### config.mk
export PLATFORM = sky130hd
export DESIGN_NAME = decode_opcode
export DESIGN_NICKNAME = d
export VERILOG_FILES = /design/src/rtl/decode_opcode.sv
export SDC_FILE = /design/constraint.sdc
export NUM_CORES = 1
export LEC_CHECK = 0
export ABC_AREA = 1
export CAP_MARGIN = 20
export CORE_MARGIN = 4
export CORE_UTILIZATION = 31
export CTS_CLUSTER_DIAMETER = 30
export DETAILED_ROUTE_END_ITERATION = 8
export PLACE_DENSITY = 0.88
export SYNTH_ARGS = -nofsm -noshare
export SYNTH_HDL_FRONTEND = slang
export SYNTH_SLANG_ARGS = --single-unit
### constraint.sdc
create_clock -name clock -period 1.36 [get_ports clock]
set_input_delay 0.136 -clock clock [delete_from_list [all_inputs] [get_ports clock]]
set_output_delay 0.136 -clock clock [all_outputs]
set_load 0.02 [all_outputs]
### src/rtl/decode_opcode.sv
// Stage-2 opcode classifier for the w80386dx front end: one-hot data-movement
// class of the instruction window, registered one clock after the window arrives.
module decode_opcode #(
  parameter int INFO_OPCODE_LEN = 27
) (
  input  logic                         clock,
  input  logic                         reset,
  input  logic [7:0]                   instruction [0:9],
  output logic [0:INFO_OPCODE_LEN-1]   info_opcode
);

  logic [0:INFO_OPCODE_LEN-1] decode_s;

  // Classify from the opcode byte and, where needed, the second opcode / ModRM byte.
  function automatic logic [0:INFO_OPCODE_LEN-1] classify(input logic [7:0] op, input logic [7:0] b1);
    logic [0:INFO_OPCODE_LEN-1] v;
    logic [2:0]                 reg_f;
    v     = '0;
    reg_f = b1[5:3];
    casez (op)
      8'h88, 8'h89:  v[0]  = 1'b1;
      8'h8A, 8'h8B:  v[1]  = 1'b1;
      8'hC6, 8'hC7: begin
        if (reg_f == 3'b000) v[2] = 1'b1;
        else                 v[2] = 1'b0;
      end
      8'b1011_????:  v[3]  = 1'b1;
      8'hA0, 8'hA1:  v[4]  = 1'b1;
      8'hA2, 8'hA3:  v[5]  = 1'b1;
      8'h8E:         v[6]  = 1'b1;
      8'h8C:         v[7]  = 1'b1;
      // 0F is always the two-byte escape, so pop cs is never reported.
      8'h0F: begin
        case (b1)
          8'hBE, 8'hBF: v[8]  = 1'b1;
          8'hB6, 8'hB7: v[9]  = 1'b1;
          8'hA0, 8'hA8: v[13] = 1'b1;
          8'hA1, 8'hA9: v[19] = 1'b1;
          default:      v     = '0;
        endcase
      end
      8'hFF: begin
        if (reg_f == 3'b110) v[10] = 1'b1;
        else                 v[10] = 1'b0;
      end
      8'b0101_0???:  v[11] = 1'b1;
      8'h06, 8'h0E, 8'h16, 8'h1E: v[12] = 1'b1;
      8'h68, 8'h6A:  v[14] = 1'b1;
      8'h60:         v[15] = 1'b1;
      8'h8F: begin
        if (reg_f == 3'b000) v[16] = 1'b1;
        else                 v[16] = 1'b0;
      end
      8'b0101_1???:  v[17] = 1'b1;
      8'h07, 8'h17, 8'h1F: v[18] = 1'b1;
      8'h61:         v[20] = 1'b1;
      8'h86, 8'h87:  v[21] = 1'b1;
      8'b1001_0???:  v[22] = 1'b1;
      8'hE4, 8'hE5:  v[23] = 1'b1;
      8'hEC, 8'hED:  v[24] = 1'b1;
      8'hE6, 8'hE7:  v[25] = 1'b1;
      8'hEE, 8'hEF:  v[26] = 1'b1;
      default:       v     = '0;
    endcase
    return v;
  endfunction

  // Combinational decode of the current window; bytes 2..9 carry disp/imm only.
  always_comb begin
    decode_s = '0;
    decode_s = classify(instruction[0], instruction[1]);
  end

  // Output register with asynchronous clear.
  always_ff @(posedge clock or posedge reset) begin
    if (reset) info_opcode <= '0;
    else       info_opcode <= decode_s;
  end

endmodule

Word-level counts from Yosys, hierarchy flattened

Cells that the tools add are included.

Multipliers: 0
Div/mod/pow operators: 0
Reduce and logical (&&, ||, !) cells: 18
$lt $le $gt $ge: 0
Mux-type cells: 32
Bitwise logic cells: 0
Equal/unequal tests: 49
Shift operators: 0
Add/subtract/negate cells: 0

Operators by type and width:

| cell                                                             | number |
|---|---|
| 8-bit == test (second input constant)                            | 32 |
| 8-bit by 5-bit == test with 1-bit output (second input constant) | 4 |
| 8-bit by 7-bit == test with 1-bit output (second input constant) | 4 |
| 1-bit two-way mux                                                | 31 |
| 2-bit OR reduction                                               | 15 |
| 8-bit by 3-bit == test with 1-bit output (second input constant) | 2 |
| 8-bit by 4-bit == test with 1-bit output (second input constant) | 2 |
| 5-bit by 4-bit == test with 1-bit output (second input constant) | 2 |
| 5-bit == test (second input constant)                            | 1 |
| 4-bit == test (second input constant)                            | 1 |
| 4-bit OR reduction                                               | 1 |
| 3-bit == test (second input constant)                            | 1 |
| 3-bit logical NOT                                                | 1 |
| 3-bit OR reduction                                               | 1 |
| 2-bit two-way mux                                                | 1 |

Memories kept: 0
Output and inout port bits: 27
Memory bits (read-only): 0
Latch bits: 0
Register bits after elaboration: 27
Logic and storage cells: 100
Bits in writable memories: 0

Longest topological paths before layout

Depth in word-level cells: 4
Depth in mapped cells: 5
Mapped depth without buffers: 5

Least setup slack after synthesis

OpenSTA, ideal clock, no wires.

Path type: input -> register
Start: input instruction[73] (netlist name)
End: register info_opcode[9] (netlist name)
Stages: 5
Data arrival time: 0.666 ns
Setup slack: 0.623 ns
Library setup time: 0.071 ns
Data required time: 1.289 ns
Path buffers: 1
Path through: buf_2 > nand2_1 > nor2_4 > nand2_1 > nor2_1

Cells in the longest elaborated chain, start to end: 2

RTL lines:

| element                                  | line | RTL |
|---|---|---|
| start: declaration                       | 8    | `input logic [7:0] instruction [0:9],` |
| 8-bit by 4-bit == test with 1-bit output | 20   | `casez (op)` |
| 2-bit two-way mux                        | 20   |  |
| via decode_s, one bit                    | 12   | `logic [0:INFO_OPCODE_LEN-1] decode_s;` |
| end signal: assignment                   | 77   | `else info_opcode <= decode_s;` |
| end: declaration                         | 9    | `output logic [0:INFO_OPCODE_LEN-1] info_opcode` |

The timed path passes the listed nets, and every way through them passes these cells.

Worst setup path in the final report

Start: register info_opcode[21] (netlist name)
End: output info_opcode[21] (netlist name)

No word-level cell between the ends.

==> impl_metrics.yaml <==
sta:
  finalHoldViolations: 0
  final.period_utilization_pct: 85.8
  max_clock_freq_mhz: 857
  worst_pin_slew_ns: 0.324
  timing.final.setup_violations: 0
  finalSetupTns_ns: 0
  grt_setup_unrepaired: "no"
  finalWorstPathRequiredPeriod_ns: 1.17
  slew_headroom_pct: 78.4
  finalMaxSlewViolations: 0
logic_synthesis:
  synth_fa_ha_area_share_pct: 0
  synth.mux.area_fraction_pct: 0
  yosysSeqAreaShare_pct: 61.6
  combinational_family_with_the_most_area_after_synthesis: "simple AND/OR/NAND/NOR gates"
  synth-compound-area-share_pct: 0
  ys_seq_elements: 27
  synth_xor_area_share_pct: 0
  synthSimpleGateAreaFrac_pct: 31.5
  yosys_warnings: 0
  syn_nets: 209
  area_of_the_mapped_netlist_um2: 1100
  syn-mean-instance-area_um2: 8.64
  postSynthCellCount: 127
  yosysUniqueCellTypes: 10
global_route:
  antenna_found_initial: 0
  number_of_global_route_vias_before_repair: 833
  globalRouteTotalUtil_pct: 10.9
  grt_start_max_net_pins: 28
  grt_overflow_total: 0
  grt_first_pass_wirelength_um: 3630
clock_tree:
  cts_tree: "yes"
  cts_inserted_buffers: 3
  cts-root-buf: "sky130_fd_sc_hd__clkbuf_4"
  clkTransAtPathRegs_ns: 0.13
  cts.sinks: 27
  clock_tree.htree_level_count: 1
  cts_setup_buffers: 0
  clock_tree.buffer_depth: 2
critical_path:
  critical_path.cell_chain: "dlygate4sd2_1"
  cp_slowest_stage_delay_ns: 0.39
  cell_family_with_most_cp_delay: "flip-flops"
  critPathMaxFanout: 1
  critPathLaunchType: "flop"
  cp.buffers_inverters: 1
  worst-endpoint-arrival_ns: 1.03
  critical_path.endpoint_type: "primary output"
  worst_ep_required_time_ns: 1.22
  cpMaxStageDelayCell: "sky130_fd_sc_hd__dfrtp_1"
  path_class: "reg2out"
detailed_routing:
  routedWlPerCell_um: 10.2
  detailedRoute.firstPassIterationCount: 3
  ant_nets: 0
  via_count: 921
  post_drt_via_cell_ratio: 4.11
  detail_route.wirelength_um: 2280
  post-route-drc-count: 0
  dr.first_iter.drc_count: 23
die:
  fp.dieArea_um2: 4560
  floorplan.die.width_um: 67.5
  core_um2: 3390
  die_y_um: 67.5
  rows: 21
  ios: 109
  floorplan.initialDensity_pct: 32.4
final_layout:
  post_layout_nonfiller_instances: 224
  biggestRegsByFlops: "info_opcode: 27 flops"
  largest-register: "info_opcode"
  layout_commonest_cell: "sky130_fd_sc_hd__nor2_1"
  nets: 261
  layout.filler_cells: 340
  fraction_of_layout_cells_with_a_size_suffix_above_1_pct: 6.18
  mostFrequentLayoutCells: "sky130_fd_sc_hd__nor2_1 (30), sky130_fd_sc_hd__nand2_1 (29), sky130_fd_sc_hd__dfrtp_1 (27), sky130_fd_sc_hd__dlygate4sd2_1 (27), sky130_fd_sc_hd__inv_1 (19)"
  largest_reg_flops: 27
  multi_input_comb_area_um2: 345
  antenna-diode-count: 0
  area_growth_from_synthesis_to_layout_pct: 47.0
  sequential_cell_area_um2: 676
place:
  placement.io_buffers: 44
  hpwl_after_detailed_placement_um: 1870
  globalplace.congestion: 0.865
  placed_cells_incl_taps: 220
pwr:
  netSwitchingFraction_pct: 23.7
  total_leakage_power_nw: 0.904
  share_clk_of_total_power_pct: 25.2
  power.density_cell_area_nw_per_um2: 809
  cell_internal_power_w: 0.000996
  net-switching-power_w: 0.000309
  vdd.ir_drop.worst_uv: 321
  pwr-share-seq_pct: 61.9
  comb_power_share_pct: 12.8
run_status:
  outcome: "finished clean"
job:
  drv_cap: 0
worst_hold_path:
  hold_class: "in2async"
cell type report:
class | instances | share of cell area [%]
inverters | 19 | 4.42
flip-flops and latches | 27 | 41.9
well taps | 46 | 3.57
clock buffers | 4 | 1.63
repair buffers | 48 | 27.1
multi-input cells | 80 | 21.4
path summary, 6_finish.rpt:
check                                          start                   endpoint  slack (ns)  cells after the start
max in group asynchronous                      reset   info_opcode[8]$_DFF_PP0_        0.95                      3
min                                            reset  info_opcode[24]$_DFF_PP0_        0.15                      3
max                        info_opcode[21]$_DFF_PP0_            info_opcode[21]        0.19                      1
min in group clock                   instruction[64]  info_opcode[13]$_DFF_PP0_        0.44                      4
synthesized netlist by cell type:
cell                      number  area (um2)
sky130_fd_sc_hd__nand3_2       1        10.0
sky130_fd_sc_hd__nor3_1       11        55.1
sky130_fd_sc_hd__nand2_2       1        6.26
sky130_fd_sc_hd__nor2_4        2        22.5
sky130_fd_sc_hd__dfrtp_1      27         676
sky130_fd_sc_hd__nor2_1       30         113
sky130_fd_sc_hd__nand2_1      29         109
sky130_fd_sc_hd__inv_1        19        71.3
sky130_fd_sc_hd__buf_2         1        5.00
sky130_fd_sc_hd__nand3_1       6        30.0
power groups by stage:
stage / combinational, W / clock [W] / sequential, W
2_1_floorplan: 0.0000716 / 0 / 0.000830
3_3_place_gp: 0.000167 / 0 / 0.000824
3_5_place_dp: 0.000172 / 0 / 0.000824
4_1_cts: 0.000169 / 0.000343 / 0.000808
5_1_grt: 0.000186 / 0.000382 / 0.000809
6_report: 0.000167 / 0.000329 / 0.000808
kinds of logic (layout without fill, tap and decap cells):
family / Yosys count / after routing
flops: 27 / 27
buf+inv: 20 / 71
simple gates: 80 / 80
through the flow:
stage	total power, W	util (%)	worst slack (ns)	cell area (um2)	hold slack [ns]
finish	0.00131	47.6	0.193	1610	0.152
global route	0.00138	47.6	0.147	1610	0.187
CTS	0.00132	47.6	0.182	1610	0.172
detailed placement	0.000995	47.8	0.0351	1620	0.526
global placement	0.000991	47.8	0.0671	1620	0.509
floorplan	0.000902	-	0.623	1100	0.189
repair_timing:
| action | CTS | global route |
|---|---|---|
| resized for setup | 27 | 0 |
| hold buffers | 0 | 0 |
| endpoints found under the setup margin | 27 | 0 |
metal layers:
layer / track usage [%] / routed length (um) / up-vias / part of all wire [%]
met3: 3.16 / 185 / 2 / 8.1
met4: 3.80 / 21 / 0 / 0.92
met5: 0 / 0 / - / 0
met2: 19.6 / 1150 / 32 / 50
li1: - / - / 485 / -
met1: 12.1 / 928 / 402 / 41
Note: power is estimated with default switching activity, not from simulation.
